## src/rtl/uart_mmio.sv

```systemverilog
// Memory-mapped UART: one transmit register, one receive register and two
// status words. 8N1 framing, fixed CLKS_PER_BIT clock cycles per bit.
//
// Register map (byte addresses):
//   UART_TX_ADDR  write: start a frame when idle (ignored while busy); reads 0
//   UART_RX_ADDR  read : last received byte, zero-extended
//   UART_TX_DONE  read : 1 when the transmitter can accept a byte
//   UART_RX_DONE  read : 1 after a byte arrives; any write clears it
//
// Bus handshake: bus_wren is a single-cycle store strobe qualified by
// bus_addr; there is no ready/stall, so a TX write issued while tx_ready=0
// is dropped. Reads are combinational from bus_addr and have no side effects.

package mem_pkg;
  localparam logic [31:0] UART_TX_ADDR = 32'h1000_0000;
  localparam logic [31:0] UART_RX_ADDR = 32'h1000_0004;
  localparam logic [31:0] UART_TX_DONE = 32'h1000_0008;
  localparam logic [31:0] UART_RX_DONE = 32'h1000_000C;
endpackage

module uart_mmio
  import mem_pkg::*;
#(
  parameter int CLKS_PER_BIT = 434
) (
  input  logic        clk,
  input  logic        rst,
  input  logic [31:0] bus_addr,
  input  logic [31:0] bus_wrdata,
  input  logic        bus_wren,
  input  logic        uart_rx,
  output logic        uart_tx,
  output logic [31:0] uart_rddata
);

  localparam int CW = (CLKS_PER_BIT > 1) ? $clog2(CLKS_PER_BIT) : 1;
  localparam logic [CW-1:0] CNT_LAST = CW'(CLKS_PER_BIT - 1);
  // Start-bit confirmation point: CLKS_PER_BIT/2 cycles after the falling edge
  localparam logic [CW-1:0] CNT_HALF = CW'(CLKS_PER_BIT / 2 - 1);
  localparam logic [CW-1:0] CNT_ONE  = CW'(1);

  typedef enum logic [1:0] {
    S_IDLE  = 2'd0,
    S_START = 2'd1,
    S_DATA  = 2'd2,
    S_STOP  = 2'd3
  } uart_state_e;

  // ---------------------------------------------------------------------
  // Bus decode
  // ---------------------------------------------------------------------
  logic tx_wr;
  logic rx_clr;
  logic unused_wrdata;

  assign tx_wr         = bus_wren && (bus_addr == UART_TX_ADDR);
  assign rx_clr        = bus_wren && (bus_addr == UART_RX_DONE);
  assign unused_wrdata = ^bus_wrdata[31:8];

  // ---------------------------------------------------------------------
  // Transmitter
  // ---------------------------------------------------------------------
  uart_state_e   tx_state_q;
  logic [CW-1:0] tx_cnt_q;
  logic [2:0]    tx_bit_q;
  logic [7:0]    tx_shift_q;
  logic          tx_ready_q;
  logic          tx_q;

  // TX FSM: the line level is registered alongside the state so every
  // transition drives the next bit directly, with no decode glitches.
  always_ff @(posedge clk) begin
    if (rst) begin
      tx_state_q <= S_IDLE;
      tx_cnt_q   <= '0;
      tx_bit_q   <= '0;
      tx_shift_q <= 8'h00;
      tx_ready_q <= 1'b1;
      tx_q       <= 1'b1;
    end else begin
      case (tx_state_q)
        S_IDLE: begin
          if (tx_wr && tx_ready_q) begin
            tx_shift_q <= bus_wrdata[7:0];
            tx_state_q <= S_START;
            tx_cnt_q   <= '0;
            tx_ready_q <= 1'b0;
            tx_q       <= 1'b0;
          end
        end
        S_START: begin
          if (tx_cnt_q == CNT_LAST) begin
            tx_cnt_q   <= '0;
            tx_bit_q   <= '0;
            tx_state_q <= S_DATA;
            tx_q       <= tx_shift_q[0];
          end else begin
            tx_cnt_q <= tx_cnt_q + CNT_ONE;
          end
        end
        S_DATA: begin
          if (tx_cnt_q == CNT_LAST) begin
            tx_cnt_q <= '0;
            if (tx_bit_q == 3'd7) begin
              tx_state_q <= S_STOP;
              tx_q       <= 1'b1;
            end else begin
              tx_bit_q <= tx_bit_q + 3'd1;
              tx_q     <= tx_shift_q[tx_bit_q + 3'd1];
            end
          end else begin
            tx_cnt_q <= tx_cnt_q + CNT_ONE;
          end
        end
        S_STOP: begin
          // Ready rises on the edge the stop bit ends, so a write in the very
          // next cycle starts a back-to-back frame.
          if (tx_cnt_q == CNT_LAST) begin
            tx_cnt_q   <= '0;
            tx_state_q <= S_IDLE;
            tx_ready_q <= 1'b1;
          end else begin
            tx_cnt_q <= tx_cnt_q + CNT_ONE;
          end
        end
        default: begin
          tx_state_q <= S_IDLE;
          tx_q       <= 1'b1;
        end
      endcase
    end
  end

  assign uart_tx = tx_q;

  // ---------------------------------------------------------------------
  // Receiver
  // ---------------------------------------------------------------------
  logic          rx_sync1_q;
  logic          rx_sync2_q;
  logic          rx_s;
  uart_state_e   rx_state_q;
  logic [CW-1:0] rx_cnt_q;
  logic [2:0]    rx_bit_q;
  logic [7:0]    rx_shift_q;
  logic [7:0]    rx_data_q;
  logic          rx_done_q;
  logic          rx_done_d;
  logic          rx_ferr_q;
  logic          rx_complete;

  assign rx_s = rx_sync2_q;

  // A good stop bit completes the byte this cycle.
  assign rx_complete = (rx_state_q == S_STOP) && !rx_ferr_q &&
                       (rx_cnt_q == CNT_LAST) && rx_s;

  // Done flag: a completing byte overrides a simultaneous clear.
  always_comb begin
    rx_done_d = rx_done_q;
    if (rx_clr)      rx_done_d = 1'b0;
    if (rx_complete) rx_done_d = 1'b1;
  end

  // RX synchronizer, FSM and result registers; samples are taken mid-bit
  // relative to the detected falling edge of the start bit.
  always_ff @(posedge clk) begin
    if (rst) begin
      rx_sync1_q <= 1'b1;
      rx_sync2_q <= 1'b1;
      rx_state_q <= S_IDLE;
      rx_cnt_q   <= '0;
      rx_bit_q   <= '0;
      rx_shift_q <= 8'h00;
      rx_data_q  <= 8'h00;
      rx_done_q  <= 1'b0;
      rx_ferr_q  <= 1'b0;
    end else begin
      rx_sync1_q <= uart_rx;
      rx_sync2_q <= rx_sync1_q;
      rx_done_q  <= rx_done_d;
      case (rx_state_q)
        S_IDLE: begin
          rx_cnt_q <= '0;
          if (!rx_s) begin
            rx_state_q <= S_START;
          end
        end
        S_START: begin
          if (rx_cnt_q == CNT_HALF) begin
            rx_cnt_q <= '0;
            rx_bit_q <= '0;
            // A line back high at mid-start was a glitch, not a frame.
            rx_state_q <= rx_s ? S_IDLE : S_DATA;
          end else begin
            rx_cnt_q <= rx_cnt_q + CNT_ONE;
          end
        end
        S_DATA: begin
          if (rx_cnt_q == CNT_LAST) begin
            rx_cnt_q             <= '0;
            rx_shift_q[rx_bit_q] <= rx_s;
            if (rx_bit_q == 3'd7) begin
              rx_state_q <= S_STOP;
            end else begin
              rx_bit_q <= rx_bit_q + 3'd1;
            end
          end else begin
            rx_cnt_q <= rx_cnt_q + CNT_ONE;
          end
        end
        S_STOP: begin
          if (rx_ferr_q) begin
            // Framing error: hold off until the line idles high again.
            if (rx_s) begin
              rx_ferr_q  <= 1'b0;
              rx_state_q <= S_IDLE;
            end
          end else if (rx_cnt_q == CNT_LAST) begin
            rx_cnt_q <= '0;
            if (rx_s) begin
              rx_data_q  <= rx_shift_q;
              rx_state_q <= S_IDLE;
            end else begin
              rx_ferr_q <= 1'b1;
            end
          end else begin
            rx_cnt_q <= rx_cnt_q + CNT_ONE;
          end
        end
        default: begin
          rx_state_q <= S_IDLE;
        end
      endcase
    end
  end

  // ---------------------------------------------------------------------
  // Read mux
  // ---------------------------------------------------------------------
  // Combinational read data; the TX data register reads back as zero.
  always_comb begin
    uart_rddata = 32'h0;
    case (bus_addr)
      UART_RX_ADDR: uart_rddata = {24'b0, rx_data_q};
      UART_TX_DONE: uart_rddata = {31'b0, tx_ready_q};
      UART_RX_DONE: uart_rddata = {31'b0, rx_done_q};
      default:      uart_rddata = 32'h0;
    endcase
  end

endmodule

```

## config.mk

```make
export PLATFORM = sky130hd
export DESIGN_NAME = uart_mmio
export DESIGN_NICKNAME = d
export VERILOG_FILES = /design/src/rtl/uart_mmio.sv
export SDC_FILE = /design/constraint.sdc
export NUM_CORES = 1
export LEC_CHECK = 0
export CAP_MARGIN = 0
export CORE_ASPECT_RATIO = 1.5
export CORE_MARGIN = 3
export CORE_UTILIZATION = 51
export DETAILED_ROUTE_END_ITERATION = 10
export GPL_TIMING_DRIVEN = 0
export PLACE_DENSITY_LB_ADDON = 0.15
export SLEW_MARGIN = 15
export SYNTH_ARGS = -nofsm -noshare
export SYNTH_HDL_FRONTEND = slang
export SYNTH_SLANG_ARGS = --single-unit
```

## constraint.sdc

```tcl
create_clock -name clk -period 4.15 [get_ports clk]
set_input_delay 1.0375 -clock clk [delete_from_list [all_inputs] [get_ports clk]]
set_output_delay 1.0375 -clock clk [all_outputs]
set_load 0.01 [all_outputs]
```

Yosys cells after proc, flatten, opt, wreduce, memory -nomap -nowiden
Cells that the tools add are included.
- bits in registers: 58
- latch bits: 0
- RAM bits: 0
- ROM bits: 0
- logic and storage cells: 124
- memories kept: 0
- add/sub/neg operators: 4
- multiply operators: 0
- divide/modulo/power cells: 0
- order comparisons: 3
- equality and inequality tests: 28
- shift-type cells: 0
- multiplexer cells: 48
- bitwise operators: 1
- reduce and logical (&&, ||, !) cells: 25
- operator list (cell ; number):
    == test 32 x 29 -> 1 bit, second input constant ; 4
    2-to-1 mux 9 bit ; 5
    one-hot mux 9 bit (4 select lines) ; 1
    2-to-1 mux 2 bit ; 13
    != test 2 bit, second input constant ; 12
    one-hot mux 8 bit (3 select lines) ; 1
    adder 9 x 1 -> 9 bit, second input constant ; 2
    == test 9 bit, second input constant ; 2
    2-to-1 mux 3 bit ; 6
    one-hot mux 9 bit (2 select lines) ; 1
    one-hot mux 2 bit (4 select lines) ; 2
    AND reduction 4 bit ; 4
    2-to-1 mux 1 bit ; 12
    one-hot mux 3 bit (2 select lines) ; 2
    AND reduction 5 bit ; 2
    == test 9 x 8 -> 1 bit, second input constant ; 1
    bitwise mux 8 bit ; 1
    == test 2 bit, second input constant ; 4
    < comparator 3 x 4 -> 1 bit, second input constant ; 2
    nonzero test 2 bit ; 4
    logical AND 1 bit ; 7
    adder 3 x 1 -> 3 bit, second input constant ; 2
    == test 3 bit, second input constant ; 2
    == test 2 x 1 -> 1 bit, second input constant ; 2
    13 further kinds ; 15

Depth between registers and ports, before layout
Gate-level depths: netlist of the first run.
- depth after elaboration: 6
- mapped depth: 7

Least setup slack after synthesis of the first run
No wires, ideal clock.
- path kind: input to output
- start: input bus_addr[22]
- end: output uart_rddata[1]
- data arrival time: 2.236 ns
- path slack: 0.876 ns
- cell stages on the path: 4
- cell sequence: nor4_2 -> nand4_2 -> nor4_1 -> and2_1
- cells in the longest elaborated chain, start to end: 2
- elaborated cells between the ends (all ways): 4
- RTL lines (what ; line ; source):
    start: declaration ; 28 ; input logic [31:0] bus_addr,
    == test 32 x 29 -> 1 bit ; 244 ; case (bus_addr)
    one-hot mux 8 bit (3 select lines) * ; 244 ;
    end: declaration ; 33 ; output logic [31:0] uart_rddata
Every way passes the cells marked *; elsewhere a longest branch is shown, timed or not.

Final worst setup path of the first run
- start: input bus_addr[21]
- end: output uart_rddata[7]
The elaborated chain is that of the path after synthesis.

==> metrics.txt, run 1 <==
Initial Util=53.0%; pin count of the biggest net entering global routing=11; synth warn=0; Post-Syn Area=3290 sq um; fin util=69.5%; clock-pin slew of the registers on the worst-case setup and hold paths=0.07 ns; Critical Path Sink Type=output port; post-synthesis cell type count=64; clock share of power=47.9%; status=completed; register share of total power=between 40% and 50%; sw frac=22.3%; Max Clock Skew=0.00534 ns; H-tree Lvls=3; worst-case vdd ir drop=0.283 mV; DP Worst Slack=-0.698 ns; diode count=0; overall routed net length=7.58 mm; EDFF count, synth=0; Rows=35; post-synthesis sequential area ratio=35.2%; Finish-stage setup viols=0; max_slew headroom=44.6%; pwr dens=318 nW/um^2; P_sw=a little over 0.3 mW; Critical Path Start Type=input port; NumNets Final=540; Vias=about 2800; Initial DRC Count=148; Max clock buf depth=2; Vias per Instance=5.28; GRT overflow=0; HPWL after DPL=5.63 mm; number of global-route vias before repair=roughly 2800; asr flop ratio synth=0%; CTS tree=done; Worst Hold Class=register to register; DRC violations left=0; Logic pwr share=10.8%; die width=71.6 microns; initial antenna violation count=0; critical path type=input port to output port; Max Transition Viols Final=0; CP required=3.11 ns; clk root buf=clkbuf_8; Worst-Skew Late Latency=0.34 ns; Yosys reg bits=58; Syn Area/Cell=8.98 sq um; Syn-to-layout area delta=31.1%; CTS Buf Count=9; die area=7480 sq um; min cycle time layout=3.93 ns; worst-margin pin slew=0.823 ns; drt pass-1 iters=4; Hold Vio Cnt, Final=0; # hold bufs at CTS=0; Setup Total Neg Slack=0 ns; Antenna Nets Post-Route=0; WL/cell=14.1 microns; Sink Count=just under 60; arrival time worst endpoint=2.89 ns; chip height=104 microns; Final WS setup=0.222 ns; port bufs=between 50 and 60; CORE AREA=between 6000 and 7000 sq um; P_leak=1.76 nW; Top FF cell, synth=dfxtp_1; Boundary Pins=101; GRT Util Overall=21.1%; internal power=about 1.1 mW; global-route wire length before repair=12.6 mm; global placer's final weighted congestion=0.880; Peak Freq=255 MHz; max-cap violations=0; unrepaired setup endpoints after global routing=false; period utilisation layout=94.6%; Mapped Cells=367; fraction of final layout cells sized beyond drive strength 1=between 10% and 20%; Max FO, Critical Path=7
[cells in the mapped netlist (3+ instances only)]
master     number  area, sq um
buf_4          24          180
buf_1           5         18.8
and2_1         10         62.6
nand2_1        24         90.1
nand3_1        10         50.1
mux2i_1        29          290
nand4_1         3         18.8
nor2b_1         6         37.5
nor2_1         50          188
clkbuf_1        5         18.8
o21ai_0         9         45.0
o2111ai_1       4         35.0
nor4_2          4         50.1
ha_1           14          175
dfxtp_1        58         1160
inv_1          14         52.6
nor4_1          9         56.3
xnor2_1         4         35.0
xor2_1          4         35.0
o21ai_1         5         25.0
a21oi_1        13         65.1
a32o_1          6         60.1
buf_2           3         15.0
nand3b_1        3         22.5
and3_1          4         25.0
[sequential cells by signal, indices dropped and copies added (netlist names), 2 cells and up, named ones only]
signal / count
rx_bit_q: 3
rx_cnt_q: 9
rx_data_q: 8
rx_shift_q: 8
tx_bit_q: 3
tx_cnt_q: 9
tx_shift_q: 8
tx_state_q: 2
[worst max-delay path, stage by stage]
cell and delay, ns:
clkdlybuf4s50_1 0.43, nor4_2 0.32, nand4_1 0.23, nor4_4 0.18, buf_4 0.18, buf_4 0.11
and2_1 0.13, dlygate4sd2_1 0.27
[cells in the final DEF, fill, tap and decap left out, types with 6 or more instances in the layout]
cell type / Yosys / final
dfxtp_1: 58 / 58
nor2_1: 50 / 50
clkdlybuf4s50_1: 0 / 44
mux2i_1: 29 / 29
buf_4: 24 / 29
nand2_1: 24 / 24
conb_1: 1 / 24
inv_1: 14 / 14
ha_1: 14 / 14
a21oi_1: 13 / 13
clkbuf_8: 0 / 11
and2_1: 10 / 10
nand3_1: 10 / 10
o21ai_0: 9 / 9
nor4_2: 4 / 6
nor4_1: 9 / 6
nor2b_1: 6 / 6
a32o_1: 6 / 6
[cell families after synthesis]
| logic type | after synthesis | share of synthesized area, % |
|---|---|---|
| other | 1 | 0.114 |
| DFF | 58 | 35.2 |
| adders and majority gates | 14 | 5.32 |
| muxes | 32 | 10.5 |
| AOI/OAI and AO/OA | 53 | 11.7 |
| xor gates and xnor gates | 8 | 2.13 |
| and+or+nand+nor | 149 | 26.0 |
| buffers and inverters | 52 | 9.00 |
[metrics by stage]
| stage | hold slack (ns) | std cells | power, mW | instance area, sq um |
|---|---|---|---|---|
| finish | 0.408 | 537 | 1.37 | 4320 |
| global route | 0.421 | 537 | 1.42 | 4320 |
| CTS | 0.406 | 535 | 1.37 | 4290 |
| detailed placement | 0.397 | 516 | 0.722 | 3990 |
| global placement | 0.390 | 516 | 0.719 | 3990 |
| floorplan | 0.389 | 390 | 0.662 | 3380 |
[routing by layer]
metal | vias to the layer above | track usage [%] | part of all wire [%] | wire, microns
li1 | 1437 | - | - | -
met1 | 1334 | 21.9 | 39 | 2940
met2 | 58 | 40.1 | 56 | 4260
met3 | 8 | 4.26 | 3.6 | 271
met4 | 0 | 7.53 | 1.4 | 109
met5 | - | 0 | 0 | 0
[worst paths after layout]
| path | from | end | slack, ns | cells past startpoint |
|---|---|---|---|---|
| worst max-delay path | bus_addr[21] | uart_rddata[7] | 0.22 | 8 |
| worst min-delay path | rx_sync1_q$_SDFF_PP1_ | rx_s$_SDFF_PP1_ | 0.41 | 1 |
| worst max register to register | tx_bit_q[0]$_SDFFE_PP0P_ | uart_tx$_SDFFE_PP1P_ | 1.93 | 6 |
| worst min register to register | rx_sync1_q$_SDFF_PP1_ | rx_s$_SDFF_PP1_ | 0.41 | 1 |
[power by group through the flow]
| stage | Combinational, mW | Clock, mW | Sequential, mW |
|---|---|---|---|
| finish | 0.148 | 0.657 | 0.567 |
| global route | 0.163 | 0.688 | 0.567 |
| CTS | 0.147 | 0.661 | 0.567 |
| detailed placement | 0.143 | 0 | 0.579 |
| global placement | 0.141 | 0 | 0.579 |
| floorplan | 0.0840 | 0 | 0.578 |
[area by class of cell]
type                            instances  area [sq um]
Multi-Input combinational cell        280          1950
Fill cell                             497          1900
Sequential cell                        58          1160
Timing Repair Buffer                   57           567
Buffer                                 38           244
Clock buffer                           11           151
Clock inverter                          5           100
Tap cell                               74          92.6
Inverter                               14          52.6
[repair_timing]
item                                    CTS  global route
gates resized for setup                   7             5
buffers inserted                          3             2
endpoints found under the setup margin    7             4
gates cloned                              0             0
pin swaps                                 3             3
(Power assumes the default switching activity.)
==> run 2, diff against run 1 <==
--- a/constraint.sdc
+++ b/constraint.sdc
@@ -3,2 +3,2 @@
 set_output_delay 1.0375 -clock clk [all_outputs]
-set_load 0.01 [all_outputs]
+set_load 0.02 [all_outputs]
==> run 2 against run 1 <==
Compared with the run above:
- design area down 1.0%
- combinational power up 6%
- critical path depth down 2
- first-iteration DRC count down 14%
- power up 0.75%
- wire length down 1.3%
- die area unchanged
- critical endpoint is now uart_rddata[0]
==> metrics.txt, run 2 (synthesis gave the netlist of run 1 again) <==
Syn-to-layout area delta=29.7% (was 31.1%); drt pass-1 iters=4 (unchanged); Max FO, Critical Path=4 (was 7); period utilisation layout=98.4% (was 94.6%); CORE AREA=6220 sq um (unchanged); port bufs=52 (unchanged); Worst Hold Class=register to register (unchanged); pwr dens=323 nW/um^2 (was 318 nW/um^2); Buf/Inv on CP=3 (was 4); number of global-route vias before repair=2770 (was 2760); DRC violations left=0 (unchanged); internal power=1.07 mW (about the same); unrepaired setup endpoints after global routing=false (unchanged); Max clock buf depth=2 (unchanged); fraction of final layout cells sized beyond drive strength 1=16.1% (was 16.8%); global placer's final weighted congestion=0.880 (unchanged); worst-margin pin slew=0.842 ns (was 0.823 ns); Vias=2824 (was 2837); chip height=104 microns (unchanged); Initial Util=53.0% (unchanged); most frequent cells in the layout=58 x dfxtp_1, 50 x nor2_1, 45 x clkdlybuf4s50_1 (was 58 x dfxtp_1, 50 x nor2_1, 44 x clkdlybuf4s50_1); Initial DRC Count=128 (was 148); Antenna Nets Post-Route=0 (unchanged); Boundary Pins=101 (unchanged); diode count=0 (unchanged); placed cell count=516 (unchanged); max incr delay on CP=0.64 ns (was 0.43 ns); H-tree Lvls=3 (unchanged); CP required=3.11 ns (about the same); WL/cell=14.0 microns (was 14.1 microns); HPWL after DPL=5.63 mm (unchanged); clock share of power=47.6% (was 47.9%); pin count of the biggest net entering global routing=11 (unchanged); clk root buf=clkbuf_8 (unchanged); non-filler cells in the finished layout=535 (was 537); Finish-stage setup viols=0 (unchanged); most common cell after layout, fill and taps aside=dfxtp_1 (unchanged); CTS Buf Count=9 (unchanged); CP Cell Sequence=clkdlybuf4s50_1 > nor4_1 > nand4_1 > buf_4 > nor3_1 > clkdlybuf4s50_1 (was clkdlybuf4s50_1 > nor4_2 > nand4_1 > nor4_4 > buf_4 > buf_4 > and2_1 > dlygate4sd2_1); die width=71.6 microns (unchanged); GRT overflow=0 (unchanged); Vias per Instance=5.28 (about the same); family with the most delay on the worst path=buffers and inverters (unchanged); Slowest cell on crit path=clkdlybuf4s50_1 (unchanged); Final WS setup=0.0677 ns (was 0.222 ns); clock-pin slew of the registers on the worst-case setup and hold paths=0.07 ns (about the same); NumNets Final=538 (was 540); leading registers by flop count=rx_cnt_q (9), tx_cnt_q (9) (unchanged); sw frac=22.9% (was 22.3%); min cycle time layout=4.08 ns (was 3.93 ns); die area=7480 sq um (unchanged); Sink Count=58 (unchanged); fin util=68.7% (was 69.5%); P_leak=1.67 nW (was 1.76 nW); register share of total power=41.0% (was 41.3%); Hold Vio Cnt, Final=0 (unchanged); global-route wire length before repair=12.4 mm (was 12.6 mm); arrival time worst endpoint=3.04 ns (was 2.89 ns); Setup Total Neg Slack=0 ns (unchanged); tightest hold margin=0.406 ns (was 0.408 ns); worst-case vdd ir drop=0.283 mV (about the same); Critical Path Start Type=input port (unchanged); critical path type=input port to output port (unchanged); status=completed (unchanged); Max Transition Viols Final=0 (unchanged); Most common cell on crit path=clkdlybuf4s50_1 (was buf_4); GRT Util Overall=20.8% (was 21.1%); max_slew headroom=43.4% (was 44.6%); Critical Path Sink Type=output port (unchanged); Max Clock Skew=0.00523 ns (was 0.00534 ns); # hold bufs at CTS=0 (unchanged); initial antenna violation count=0 (unchanged); Rows=35 (unchanged); P_sw=0.316 mW (was 0.306 mW); Worst-Skew Late Latency=0.34 ns (about the same); Logic pwr share=11.4% (was 10.8%); CTS tree=done (unchanged); DP Worst Slack=-0.766 ns (was -0.698 ns); Peak Freq=245 MHz (was 255 MHz); overall routed net length=7.48 mm (was 7.58 mm); max-cap violations=0 (unchanged)
-- run 2: changes by cell type in the layout (fill, tap and decap cells not counted), sizes merged --
cell	previous run	this run
buf	38	36
dlymetal6s2s	5	0
dlygate4sd2	3	7
clkdlybuf4s50	44	45
-- run 2: cell type report --
cell class                      count  area [sq um]
Sequential cell                    58          1160
Fill cell                         507          1940
Multi-Input combinational cell    280          1940
Timing Repair Buffer               55           534
Tap cell                           74          92.6
Clock inverter                      5           100
Inverter                           14          52.6
Buffer                             38           244
Clock buffer                       11           151
-- run 2: layer usage --
layer	wire (microns)	global-route usage, %
met3	243	4.26
met5	0	0
met2	4160	39.7
met1	2990	21.5
met4	90	7.53
-- run 2: worst paths after layout --
check,endpoint,slack (ns),from,cells after the start
max,uart_rddata[0],0.07,bus_addr[6],6
min,rx_s$_SDFF_PP1_,0.41,rx_sync1_q$_SDFF_PP1_,1
max reg2reg,uart_tx$_SDFFE_PP1P_,1.93,tx_bit_q[0]$_SDFFE_PP0P_,6
min reg2reg,rx_s$_SDFF_PP1_,0.41,rx_sync1_q$_SDFF_PP1_,1
-- run 2: power by group through the flow --
stage	Clock (mW)	Combinational, mW	Sequential [mW]
2_1_floorplan	0	0.0940	0.578
3_3_place_gp	0	0.151	0.579
3_5_place_dp	0	0.153	0.579
4_1_cts	0.661	0.156	0.567
5_1_grt	0.688	0.172	0.567
6_report	0.658	0.157	0.567
-- run 2: stage by stage --
step	total power [mW]	area, sq um
final	1.38	4270
after global routing	1.43	4270
after CTS	1.38	4270
after detailed placement	0.732	3990
after global placement	0.729	3990
after floorplan	0.672	3380
-- run 2: timing repair --
item	4_1_cts	5_1_grt
buffers inserted	3	0
resized for setup	9	0
endpoints found under the setup margin	7	0
